File: src/rtl/ex_muldiv_if.sv
// ex_muldiv_if: bundle between the ID/EX register, the pipeline control and
// the EX result mux for the RV32M multiply/divide unit.
//   inst_i, reg1_i, reg2_i  instruction and rs1/rs2 operands from ID/EX
//   reg_waddr_i, reg_we_i   destination register and write request
//   flush_i                 pipeline flush (taken branch/jump)
//   stall_o                 combinational hold for PC, IF/ID and ID/EX
//   busy_o                  registered "operation in flight"
//   wdata_o, waddr_o, we_o  one-cycle result toward EX/MEM
interface ex_muldiv_if;
  logic [31:0] inst_i;
  logic [31:0] reg1_i;
  logic [31:0] reg2_i;
  logic [4:0]  reg_waddr_i;
  logic        reg_we_i;
  logic        flush_i;
  logic        stall_o;
  logic        busy_o;
  logic [31:0] wdata_o;
  logic [4:0]  waddr_o;
  logic        we_o;

  modport slave (
    input  inst_i, reg1_i, reg2_i, reg_waddr_i, reg_we_i, flush_i,
    output stall_o, busy_o, wdata_o, waddr_o, we_o
  );

  modport master (
    output inst_i, reg1_i, reg2_i, reg_waddr_i, reg_we_i, flush_i,
    input  stall_o, busy_o, wdata_o, waddr_o, we_o
  );
endinterface

File: src/rtl/ex_muldiv.sv
// ex_muldiv: execute-stage RV32M multiply/divide unit.
// MUL family completes in one extra cycle; divides use a restoring
// shift-subtract loop (one quotient bit per cycle, DIV_ITERS iterations).
// Divide-by-zero and signed overflow are resolved at issue.
// Ports:
//   clk  rising-edge clock
//   rst  synchronous active-high reset
//   bus  ex_muldiv_if.slave (operands in; stall/busy/result out)
// Optional build macro: MULDIV_EARLY_OUT_EN -- divides with
// |divisor| > |dividend| finish at issue with quotient 0 and
// remainder equal to the dividend.
module ex_muldiv #(
  parameter int unsigned DIV_ITERS = 32
) (
  input  logic       clk,
  input  logic       rst,
  ex_muldiv_if.slave bus
);

  localparam int unsigned XLEN  = 32;
  localparam int unsigned CNT_W = (DIV_ITERS > 1) ? $clog2(DIV_ITERS) : 1;
  localparam logic [6:0]  OPC_OP    = 7'b0110011;
  localparam logic [6:0]  F7_MULDIV = 7'b0000001;
  localparam logic [XLEN-1:0] INT_MIN = 32'h80000000;

  typedef enum logic [1:0] {S_IDLE, S_MUL, S_DIV, S_DONE} state_e;

  state_e            state_q, state_d;
  logic [CNT_W-1:0]  cnt_q, cnt_d;
  logic [2:0]        f3_q, f3_d;
  logic [4:0]        rd_q, rd_d;
  logic              we_lat_q, we_lat_d;
  logic [XLEN-1:0]   a_q, a_d;       // multiplicand, or dividend shifting into quotient
  logic [XLEN-1:0]   b_q, b_d;       // multiplier, or divisor magnitude
  logic [XLEN-1:0]   rem_q, rem_d;   // partial remainder
  logic              neg_q_q, neg_q_d;
  logic              neg_r_q, neg_r_d;
  logic [XLEN-1:0]   wdata_q, wdata_d;
  logic [4:0]        waddr_q, waddr_d;
  logic              we_q, we_d;
  logic              busy_q;

  // Decode of the instruction sitting in ID/EX
  logic            start_c;
  logic [2:0]      funct3_c;
  logic            sdiv_c;
  logic [XLEN-1:0] abs1_c, abs2_c;

  assign start_c  = (bus.inst_i[6:0] == OPC_OP) && (bus.inst_i[31:25] == F7_MULDIV);
  assign funct3_c = bus.inst_i[14:12];
  assign sdiv_c   = ~funct3_c[0];
  assign abs1_c   = (sdiv_c && bus.reg1_i[XLEN-1]) ? -bus.reg1_i : bus.reg1_i;
  assign abs2_c   = (sdiv_c && bus.reg2_i[XLEN-1]) ? -bus.reg2_i : bus.reg2_i;

  // Product of the latched operands; MUL/MULH sign-extend both, MULHSU only rs1
  logic signed [XLEN:0]     ma_c, mb_c;
  logic signed [2*XLEN+1:0] prod_c;

  assign ma_c   = $signed({(f3_q[1:0] != 2'b11) & a_q[XLEN-1], a_q});
  assign mb_c   = $signed({~f3_q[1] & b_q[XLEN-1], b_q});
  assign prod_c = 66'(ma_c) * 66'(mb_c);

  // One restoring-divide step: shift in the next dividend bit, try subtract
  logic [XLEN:0]   rs_c;
  logic [XLEN+1:0] diff_c;
  logic            qbit_c;
  logic [XLEN-1:0] rem_n_c, quo_n_c, q_fix_c, r_fix_c;

  assign rs_c    = {rem_q, a_q[XLEN-1]};
  assign diff_c  = {1'b0, rs_c} - {2'b00, b_q};
  assign qbit_c  = ~diff_c[XLEN+1];
  assign rem_n_c = qbit_c ? diff_c[XLEN-1:0] : rs_c[XLEN-1:0];
  assign quo_n_c = {a_q[XLEN-2:0], qbit_c};
  assign q_fix_c = neg_q_q ? -quo_n_c : quo_n_c;
  assign r_fix_c = neg_r_q ? -rem_n_c : rem_n_c;

  logic unused_c;
  assign unused_c = ^{bus.inst_i[24:15], bus.inst_i[11:7], diff_c[XLEN], prod_c[2*XLEN+1:2*XLEN]};

  // Stall covers the issue cycle and every MUL/DIV cycle; a flush releases it at once
  assign bus.stall_o = ~rst & ~bus.flush_i &
                       (((state_q == S_IDLE) & start_c) | (state_q == S_MUL) | (state_q == S_DIV));
  assign bus.busy_o  = busy_q;
  assign bus.wdata_o = wdata_q;
  assign bus.waddr_o = waddr_q;
  assign bus.we_o    = we_q;

  // Next-state and result logic
  always_comb begin
    state_d  = state_q;
    cnt_d    = cnt_q;
    f3_d     = f3_q;
    rd_d     = rd_q;
    we_lat_d = we_lat_q;
    a_d      = a_q;
    b_d      = b_q;
    rem_d    = rem_q;
    neg_q_d  = neg_q_q;
    neg_r_d  = neg_r_q;
    wdata_d  = wdata_q;
    waddr_d  = waddr_q;
    we_d     = 1'b0;

    case (state_q)
      S_IDLE: begin
        if (start_c && !bus.flush_i) begin
          f3_d     = funct3_c;
          rd_d     = bus.reg_waddr_i;
          we_lat_d = bus.reg_we_i;
          cnt_d    = '0;
          rem_d    = '0;
          if (!funct3_c[2]) begin
            a_d     = bus.reg1_i;
            b_d     = bus.reg2_i;
            neg_q_d = 1'b0;
            neg_r_d = 1'b0;
            state_d = S_MUL;
          end else begin
            a_d     = abs1_c;
            b_d     = abs2_c;
            neg_q_d = sdiv_c & (bus.reg1_i[XLEN-1] ^ bus.reg2_i[XLEN-1]);
            neg_r_d = sdiv_c & bus.reg1_i[XLEN-1];
            if (bus.reg2_i == '0) begin
              state_d = S_DONE;
              wdata_d = funct3_c[1] ? bus.reg1_i : '1;
              waddr_d = bus.reg_waddr_i;
              we_d    = bus.reg_we_i;
            end else if (sdiv_c && (bus.reg1_i == INT_MIN) && (bus.reg2_i == '1)) begin
              state_d = S_DONE;
              wdata_d = funct3_c[1] ? '0 : INT_MIN;
              waddr_d = bus.reg_waddr_i;
              we_d    = bus.reg_we_i;
            end
`ifdef MULDIV_EARLY_OUT_EN
            else if (abs2_c > abs1_c) begin
              state_d = S_DONE;
              wdata_d = funct3_c[1] ? bus.reg1_i : '0;
              waddr_d = bus.reg_waddr_i;
              we_d    = bus.reg_we_i;
            end
`endif
            else begin
              state_d = S_DIV;
            end
          end
        end
      end

      S_MUL: begin
        if (bus.flush_i) begin
          state_d = S_IDLE;
        end else begin
          state_d = S_DONE;
          wdata_d = (f3_q[1:0] == 2'b00) ? prod_c[XLEN-1:0] : prod_c[2*XLEN-1:XLEN];
          waddr_d = rd_q;
          we_d    = we_lat_q;
        end
      end

      S_DIV: begin
        if (bus.flush_i) begin
          state_d = S_IDLE;
        end else begin
          a_d   = quo_n_c;
          rem_d = rem_n_c;
          cnt_d = cnt_q + CNT_W'(1);
          // Last step: register the sign-corrected quotient or remainder
          if (cnt_q == CNT_W'(DIV_ITERS - 1)) begin
            state_d = S_DONE;
            wdata_d = f3_q[1] ? r_fix_c : q_fix_c;
            waddr_d = rd_q;
            we_d    = we_lat_q;
          end
        end
      end

      S_DONE: state_d = S_IDLE;

      default: state_d = S_IDLE;
    endcase
  end

  // State and output registers
  always_ff @(posedge clk) begin
    if (rst) begin
      state_q  <= S_IDLE;
      cnt_q    <= '0;
      f3_q     <= '0;
      rd_q     <= '0;
      we_lat_q <= 1'b0;
      a_q      <= '0;
      b_q      <= '0;
      rem_q    <= '0;
      neg_q_q  <= 1'b0;
      neg_r_q  <= 1'b0;
      wdata_q  <= '0;
      waddr_q  <= '0;
      we_q     <= 1'b0;
      busy_q   <= 1'b0;
    end else begin
      state_q  <= state_d;
      cnt_q    <= cnt_d;
      f3_q     <= f3_d;
      rd_q     <= rd_d;
      we_lat_q <= we_lat_d;
      a_q      <= a_d;
      b_q      <= b_d;
      rem_q    <= rem_d;
      neg_q_q  <= neg_q_d;
      neg_r_q  <= neg_r_d;
      wdata_q  <= wdata_d;
      waddr_q  <= waddr_d;
      we_q     <= we_d;
      busy_q   <= (state_d != S_IDLE);
    end
  end

endmodule

File: src/flat_wrapper.sv
// flat-port wrapper written by rule: the top's interface ports become plain ports
module ex_muldiv_flat 
#(
  parameter int unsigned DIV_ITERS = 32
)
  (clk, rst, bus_inst_i, bus_reg1_i, bus_reg2_i, bus_reg_waddr_i, bus_reg_we_i, bus_flush_i, bus_stall_o, bus_busy_o, bus_wdata_o, bus_waddr_o, bus_we_o);
  ex_muldiv_if bus_i ();
  input  logic clk;
  input  logic rst;
  input wire logic [$bits(bus_i.inst_i)-1:0] bus_inst_i;
  input wire logic [$bits(bus_i.reg1_i)-1:0] bus_reg1_i;
  input wire logic [$bits(bus_i.reg2_i)-1:0] bus_reg2_i;
  input wire logic [$bits(bus_i.reg_waddr_i)-1:0] bus_reg_waddr_i;
  input wire logic [$bits(bus_i.reg_we_i)-1:0] bus_reg_we_i;
  input wire logic [$bits(bus_i.flush_i)-1:0] bus_flush_i;
  output wire logic [$bits(bus_i.stall_o)-1:0] bus_stall_o;
  output wire logic [$bits(bus_i.busy_o)-1:0] bus_busy_o;
  output wire logic [$bits(bus_i.wdata_o)-1:0] bus_wdata_o;
  output wire logic [$bits(bus_i.waddr_o)-1:0] bus_waddr_o;
  output wire logic [$bits(bus_i.we_o)-1:0] bus_we_o;
  assign bus_i.inst_i = bus_inst_i;
  assign bus_i.reg1_i = bus_reg1_i;
  assign bus_i.reg2_i = bus_reg2_i;
  assign bus_i.reg_waddr_i = bus_reg_waddr_i;
  assign bus_i.reg_we_i = bus_reg_we_i;
  assign bus_i.flush_i = bus_flush_i;
  assign bus_stall_o = bus_i.stall_o;
  assign bus_busy_o = bus_i.busy_o;
  assign bus_wdata_o = bus_i.wdata_o;
  assign bus_waddr_o = bus_i.waddr_o;
  assign bus_we_o = bus_i.we_o;
  ex_muldiv #(.DIV_ITERS(DIV_ITERS)) u_core (.clk(clk), .rst(rst), .bus(bus_i));
endmodule
File: config.mk
export PLATFORM = sky130hd
export DESIGN_NAME = ex_muldiv_flat
export DESIGN_NICKNAME = d
export VERILOG_FILES = /design/src/rtl/ex_muldiv_if.sv /design/src/rtl/ex_muldiv.sv /design/src/flat_wrapper.sv
export SDC_FILE = /design/constraint.sdc
export NUM_CORES = 2
export LEC_CHECK = 0
export ABC_AREA = 1
export BUFFER_PORTS_ARGS = -buffer_cell sky130_fd_sc_hd__buf_2
export CORE_UTILIZATION = 30
export CTS_CLUSTER_DIAMETER = 60
export DETAILED_ROUTE_END_ITERATION = 10
export HOLD_SLACK_MARGIN = 0.03
export SYNTH_ARGS = -nofsm -noshare
export SYNTH_HDL_FRONTEND = slang
export SYNTH_SLANG_ARGS = --single-unit
File: constraint.sdc
create_clock -name clk -period 8.2 [get_ports clk]
set_input_delay 0.41 -clock clk [delete_from_list [all_inputs] [get_ports clk]]
set_output_delay 0.41 -clock clk [all_outputs]
set_load 0.005 [all_outputs]
## Yosys cells after proc, flatten, opt, wreduce, memory -nomap -nowiden

Cells that the tools add are included.

- Input bits: 105
- Word-level logic and storage cells: 121
- Flip-flop bits (word level): 152

- Equality and inequality tests: 15
- $add $sub $neg: 6
- Bitwise gates (word level): 15
- Reductions and logical operators: 16
- Mux-type cells: 54
- $mul: 1

Operator list:

| kind | number |
|---|---|
| 32-bit two-way mux | 22 |
| 32-bit negation | 4 |
| 32-bit one-hot mux with 2 select lines | 2 |
| 32-bit one-hot mux with 3 select lines | 1 |
| 32-bit == test, second input constant | 2 |
| 33-bit by 33-bit multiplier with 64-bit output | 1 |
| 5-bit two-way mux | 9 |
| 33-bit by 32-bit subtractor with 34-bit output | 1 |
| 32-bit zero test | 1 |
| 5-bit one-hot mux with 3 select lines | 1 |
| 2-bit two-way mux | 6 |
| 2-bit inequality test, second input constant | 6 |
| 1-bit two-way mux | 10 |
| 5-bit one-hot mux with 2 select lines | 1 |
| 2-bit one-hot mux with 4 select lines | 1 |
| 1-bit AND | 7 |
| 7-bit by 1-bit == test with 1-bit output, second input constant | 1 |
| 7-bit by 6-bit == test with 1-bit output, second input constant | 1 |
| 7-bit AND reduction | 1 |
| 1-bit logical AND | 6 |
| 5-bit by 1-bit adder with 5-bit output, second input constant | 1 |
| 5-bit == test, second input constant | 1 |
| 1-bit NOT | 5 |
| 2-bit == test, second input constant | 2 |
| other kinds (11) | 14 |

## Longest topological paths before layout

- Word-level depth: 9
- Gate-level depth with buffers: 39

## Worst setup path before layout

OpenSTA, ideal clock, no wires.

- Kind: register to register
- From: reg u_core.a_q[31]
- To: reg u_core.wdata_q[26] (netlist: u_core.bus.wdata_o[26])
- Stages on the path, launching flop included: 32
- Setup slack: 0.191 ns
- Arrival time: 7.876 ns
- Buffers on the path: 2
- Setup time: 0.134 ns
- Cells stage by stage: dfxtp_1 > clkbuf_1 > nand2_1 > clkbuf_1 > nor2_1 > fa_1 > inv_1 > fa_1 > inv_1 > fa_1 > inv_1 > fa_1 > inv_1 > fa_1 > fa_1 > fa_1 > inv_1 > fa_1 > inv_1 > ha_1 > nand2_1 > nor2_1 > inv_1 > nor3_1 > nand2_1 > or2_2 > nand4_1 > nand3_1 > a31oi_1 > nand2_1 > nand2_1 > a21oi_1

- Cells in the longest elaborated chain, start to end: 8
- Elaborated cells between the ends (all ways): 15
- Classes of those cells: add/sub (3); mul (1); mux (9); bitwise (2)

RTL lines:

| element | RTL line | text |
|---|---|---|
| start: declaration | ex_muldiv.sv:33 | `logic [XLEN-1:0] a_q, a_d;` |
| start signal: assignment | ex_muldiv.sv:191 | `a_q <= '0;` |
| start signal: assignment | ex_muldiv.sv:206 | `a_q <= a_d;` |
| 33-bit by 32-bit subtractor with 34-bit output | ex_muldiv.sv:70 | `assign diff_c = {1'b0, rs_c} - {2'b00, b_q};` |
| 32-bit two-way mux or 1-bit NOT (tied branches) | ex_muldiv.sv:72, ex_muldiv.sv:71 |  |
| 32-bit negation (on tied branches) | ex_muldiv.sv:75, ex_muldiv.sv:74 |  |
| 32-bit two-way mux (on tied branches) | ex_muldiv.sv:75, ex_muldiv.sv:74 |  |
| 32-bit two-way mux | ex_muldiv.sv:170 | `wdata_d = f3_q[1] ? r_fix_c : q_fix_c;` |
| 32-bit two-way mux | ex_muldiv.sv:168 | `if (cnt_q == CNT_W'(DIV_ITERS - 1)) begin` |
| 32-bit two-way mux | ex_muldiv.sv:161 | `if (bus.flush_i) begin` |
| 32-bit one-hot mux with 3 select lines (*) | ex_muldiv.sv:104 | `case (state_q)` |
| end signal: assignment | ex_muldiv.sv:211 | `wdata_q <= wdata_d;` |
| end: declaration | ex_muldiv.sv:38 | `logic [XLEN-1:0] wdata_q, wdata_d;` |

Mark *: on every way between the ends. The rest lies on a longest branch, timed or not. The select of a mux whose other input is x is not followed.
A chain may end at the register's enable or synchronous reset.

## Final worst setup path

- From: reg u_core.b_q[9]
- To: reg u_core.wdata_q[4] (netlist: u_core.bus.wdata_o[4])

- Cells in the longest elaborated chain, start to end: 8
- Elaborated cells between the ends (all ways): 14
- Classes of those cells: add/sub (3); mul (1); mux (9); bitwise (1)

RTL lines:

| element | RTL line | text |
|---|---|---|
| start: declaration | ex_muldiv.sv:34 | `logic [XLEN-1:0] b_q, b_d;` |
| start signal: assignment | ex_muldiv.sv:192 | `b_q <= '0;` |
| start signal: assignment | ex_muldiv.sv:207 | `b_q <= b_d;` |
| 33-bit by 32-bit subtractor with 34-bit output | ex_muldiv.sv:70 |  |
| 32-bit two-way mux or 1-bit NOT (tied branches) | ex_muldiv.sv:72, ex_muldiv.sv:71 |  |
| 32-bit negation (on tied branches) | ex_muldiv.sv:75, ex_muldiv.sv:74 |  |
| 32-bit two-way mux (on tied branches) | ex_muldiv.sv:75, ex_muldiv.sv:74 |  |
| 32-bit two-way mux | ex_muldiv.sv:170 |  |
| 32-bit two-way mux | ex_muldiv.sv:168 |  |
| 32-bit two-way mux | ex_muldiv.sv:161 |  |
| 32-bit one-hot mux with 3 select lines (*) | ex_muldiv.sv:104 |  |

Marked as above.

==> flow_summary.yaml <==
timing:
  whs_ns: 0.154
  finalSetupViolations: 0
  slew_headroom_pct: 38.3
  skew_ns: 0.0263
  rsz0062_at_grt: "yes"
  setup_slack_ns: 0.274
  worstMarginPinSlew_ns: 0.924
  hold_viol: 0
  post-route-period-util_pct: 96.7
  fin_crit_ns: 7.93
  setup_tns_ns: 0
  drv_slew: 0
  timing.fmax_mhz: 126
cells_and_area:
  nNetsFinal: 9076
  regArea_um2: 3100
  final_area_um2: 61100
  fin_util_pct: 35.1
  syn2layout_area_growth_pct: 15.9
  fin_cells: 9927
  drive_above_1_share_pct: 11.5
  fillerInstances: 18577
  multi_input_area_um2: 41500
power_and_ir_drop:
  power_density_nw_per_um2: 29.1
  ir_worst_vdd_v: 0.000173
  power_mw: 1.78
  p_leak_nw: 32.6
worst_hold_path:
  hold_class: "primary input to register"
  hold_depth: 3
synthesis:
  yosysUniqueCellTypes: 59
  netlist_area_um2: 52700
  syn_inst: 7248
  avgSynthCellArea_um2: 7.27
  async_reset_ff_share_pct: 0
  ys_seq_elements: 152
  synth_top_area_cell: "fa_1"
  yosysMostFrequentCell: "inv_1"
  synth_common_cells: "inv_1, nand2_1, fa_1"
  yosysSeqAreaShare_pct: 5.77
  synthTopCellsByArea: "fa_1, inv_1, nand2_1"
  synth_ff_type: "dfxtp_1"
  synth_edf_count: 0
  ys_warn_count: 0
  syn_nets: 8736
  synth_top_area_share_pct: 42.8
placement:
  dp_cells: 9880
  dpl.hpwl_mm: 160
  portBuffers: 129
  pre_cts_ws_ns: -0.118
  placed_area_um2: 59800
  place.gp.congestion: 0.971
outcome:
  outcome: "finished clean"
global_routing:
  grt_util_all_layers_pct: 21.6
  grt_pass1_wl_mm: 296
  grt_pass1_vias: 49261
  grt_max_degree: 66
  grt_overflow: 0
  grt_antenna_before_repair: 3
clock_tree:
  clockBufferDepth: 2
  htree_levels: 4
  cts.reportedPaths.clkPinSlew_ns: 0.07
  holdBufCountCts: 0
  clkLatencyLatePin_ns: 0.51
  cts_inserted_buffers: 17
  cts.sinks: 152
  tritoncts: "yes"
  clockRootBuffer: "clkbuf_16"
drt:
  drtIter0Drc: 3935
  via_per_inst: 4.81
  wl_per_cell_um: 19.3
  antenna_left: 0
  drt_wl_total_mm: 192
  first_pass_iters: 5
  drc: 0
  vias: 47794
critical_path:
  end_kind: "register"
  crit_fanout: 16
  max_stage_delay_ns: 0.53
  start_kind: "register"
  crit_top_cell: "fa_1"
  critPathSlowestCell: "fa_1"
  required_ns: 8.54
  criticalPathCategory: "register to register"
  cp.arrival_ns: 8.27
  rr_worst_depth: 33
die:
  start_util_pct: 30.3
  boundaryPins: 145
  dieHeight_um: 421
  die-area_um2: 177000
  die_width_um: 421
  coreArea_um2: 174000
  rows: 153
run:
  drv_cap: 0
sequential cells by signal (all words and copies together), names as in the netlist:
name / cells
u_core.a_q: 32
u_core.b_q: 32
u_core.bus.wdata_o: 32
u_core.rem_q: 32
u_core.bus.waddr_o: 5
u_core.cnt_q: 5
u_core.rd_q: 5
u_core.f3_q: 2
u_core.state_q: 2
u_core.bus.busy_o: 1
u_core.bus.we_o: 1
u_core.neg_q_q: 1
u_core.neg_r_q: 1
u_core.we_lat_q: 1
critical path, delay by kind of cell (launching register included):
| kind | cells | cell delay (ns) |
|---|---|---|
| buffers and inverters | 10 | 0.99 |
| AOI/OAI and AO/OA | 9 | 1.45 |
| adders and majority gates | 9 | 4.09 |
| DFF | 1 | 0.34 |
| xor gates and xnor gates | 1 | 0.26 |
| and+or+nand+nor | 4 | 0.57 |
metal layers:
metal	global-route usage [%]	routed length (um)	vias up
li1	-	-	21821
met2	35.4	88600	1706
met1	29.9	83900	23969
met3	2.46	13000	296
met5	0	13	-
met4	6.46	6290	2
logic make-up after synthesis:
| family | count (synthesis) | synth area share (%) |
|---|---|---|
| adder cells (fa/ha/maj) | 1383 | 48.9 |
| XOR/XNOR | 79 | 1.31 |
| buffers and inverters | 2291 | 16.4 |
| AND/OR/NAND/NOR | 2673 | 20.6 |
| flip-flops | 152 | 5.77 |
| AO/OA/AOI/OAI | 670 | 7.07 |
what timing repair did:
item	in CTS	in global routing
gates cloned	0	4
gates resized for setup	10	128
buffers inserted	0	10
setup endpoints to repair	9	32
pin swaps	0	18
area by class of cell:
type	instances	share of cell area, %
diodes	2	0.00819
repair buffers	675	9.32
flip-flops and latches	152	5.07
clock buffers	18	0.702
well taps	2325	4.76
multi-input cells	4805	67.9
inverters	1937	11.9
clock inverters	13	0.319
path summary, 6_finish.rpt:
| kind | start | to | slack [ns] |
|---|---|---|---|
| max | u_core.b_q[9] | u_core.bus.wdata_o[4] | 0.27 |
| max reg2reg | u_core.b_q[9] | u_core.bus.wdata_o[4] | 0.27 |
| min | bus_reg_waddr_i[0] | u_core.rd_q[0] | 0.15 |
| min reg2reg | u_core.bus.wdata_o[9] | u_core.bus.wdata_o[9] | 0.47 |
cells in the final DEF, fill, tap and decap left out, types with 9 or more instances in the layout:
cell type,netlist,layout
nand2_1,1893,1886
o211ai_1,28,28
inv_1,1925,1921
nand4_1,87,87
inv_2,6,10
nor2_2,6,24
ha_1,257,249
nand3b_1,10,10
nand3_2,2,11
buf_4,2,470
nand2_2,8,14
nor4_1,15,14
a211oi_1,10,9
nor2_1,364,344
a21o_1,15,15
xnor2_1,29,28
dfxtp_4,0,13
o21ai_1,5,15
buf_2,7,128
buf_12,0,69
fa_1,1126,1118
xor2_1,50,49
dfxtp_1,152,132
o22ai_1,17,17
o21bai_1,9,9
or2_2,13,13
a21oi_2,2,16
o21ai_0,202,190
a21oi_1,296,281
clkbuf_16,0,21
a31oi_1,49,39
nor3_1,45,42
nand3_1,213,204
report_power, final:
part           internal (mW)  switching, mW  leakage [nW]
combinational         0.0376         0.0968          31.1
clock                  0.511          0.400         0.299
sequential             0.733      0.0000314          1.24
total                   1.28          0.497          32.6
Power figures use the tool's default switching activity.
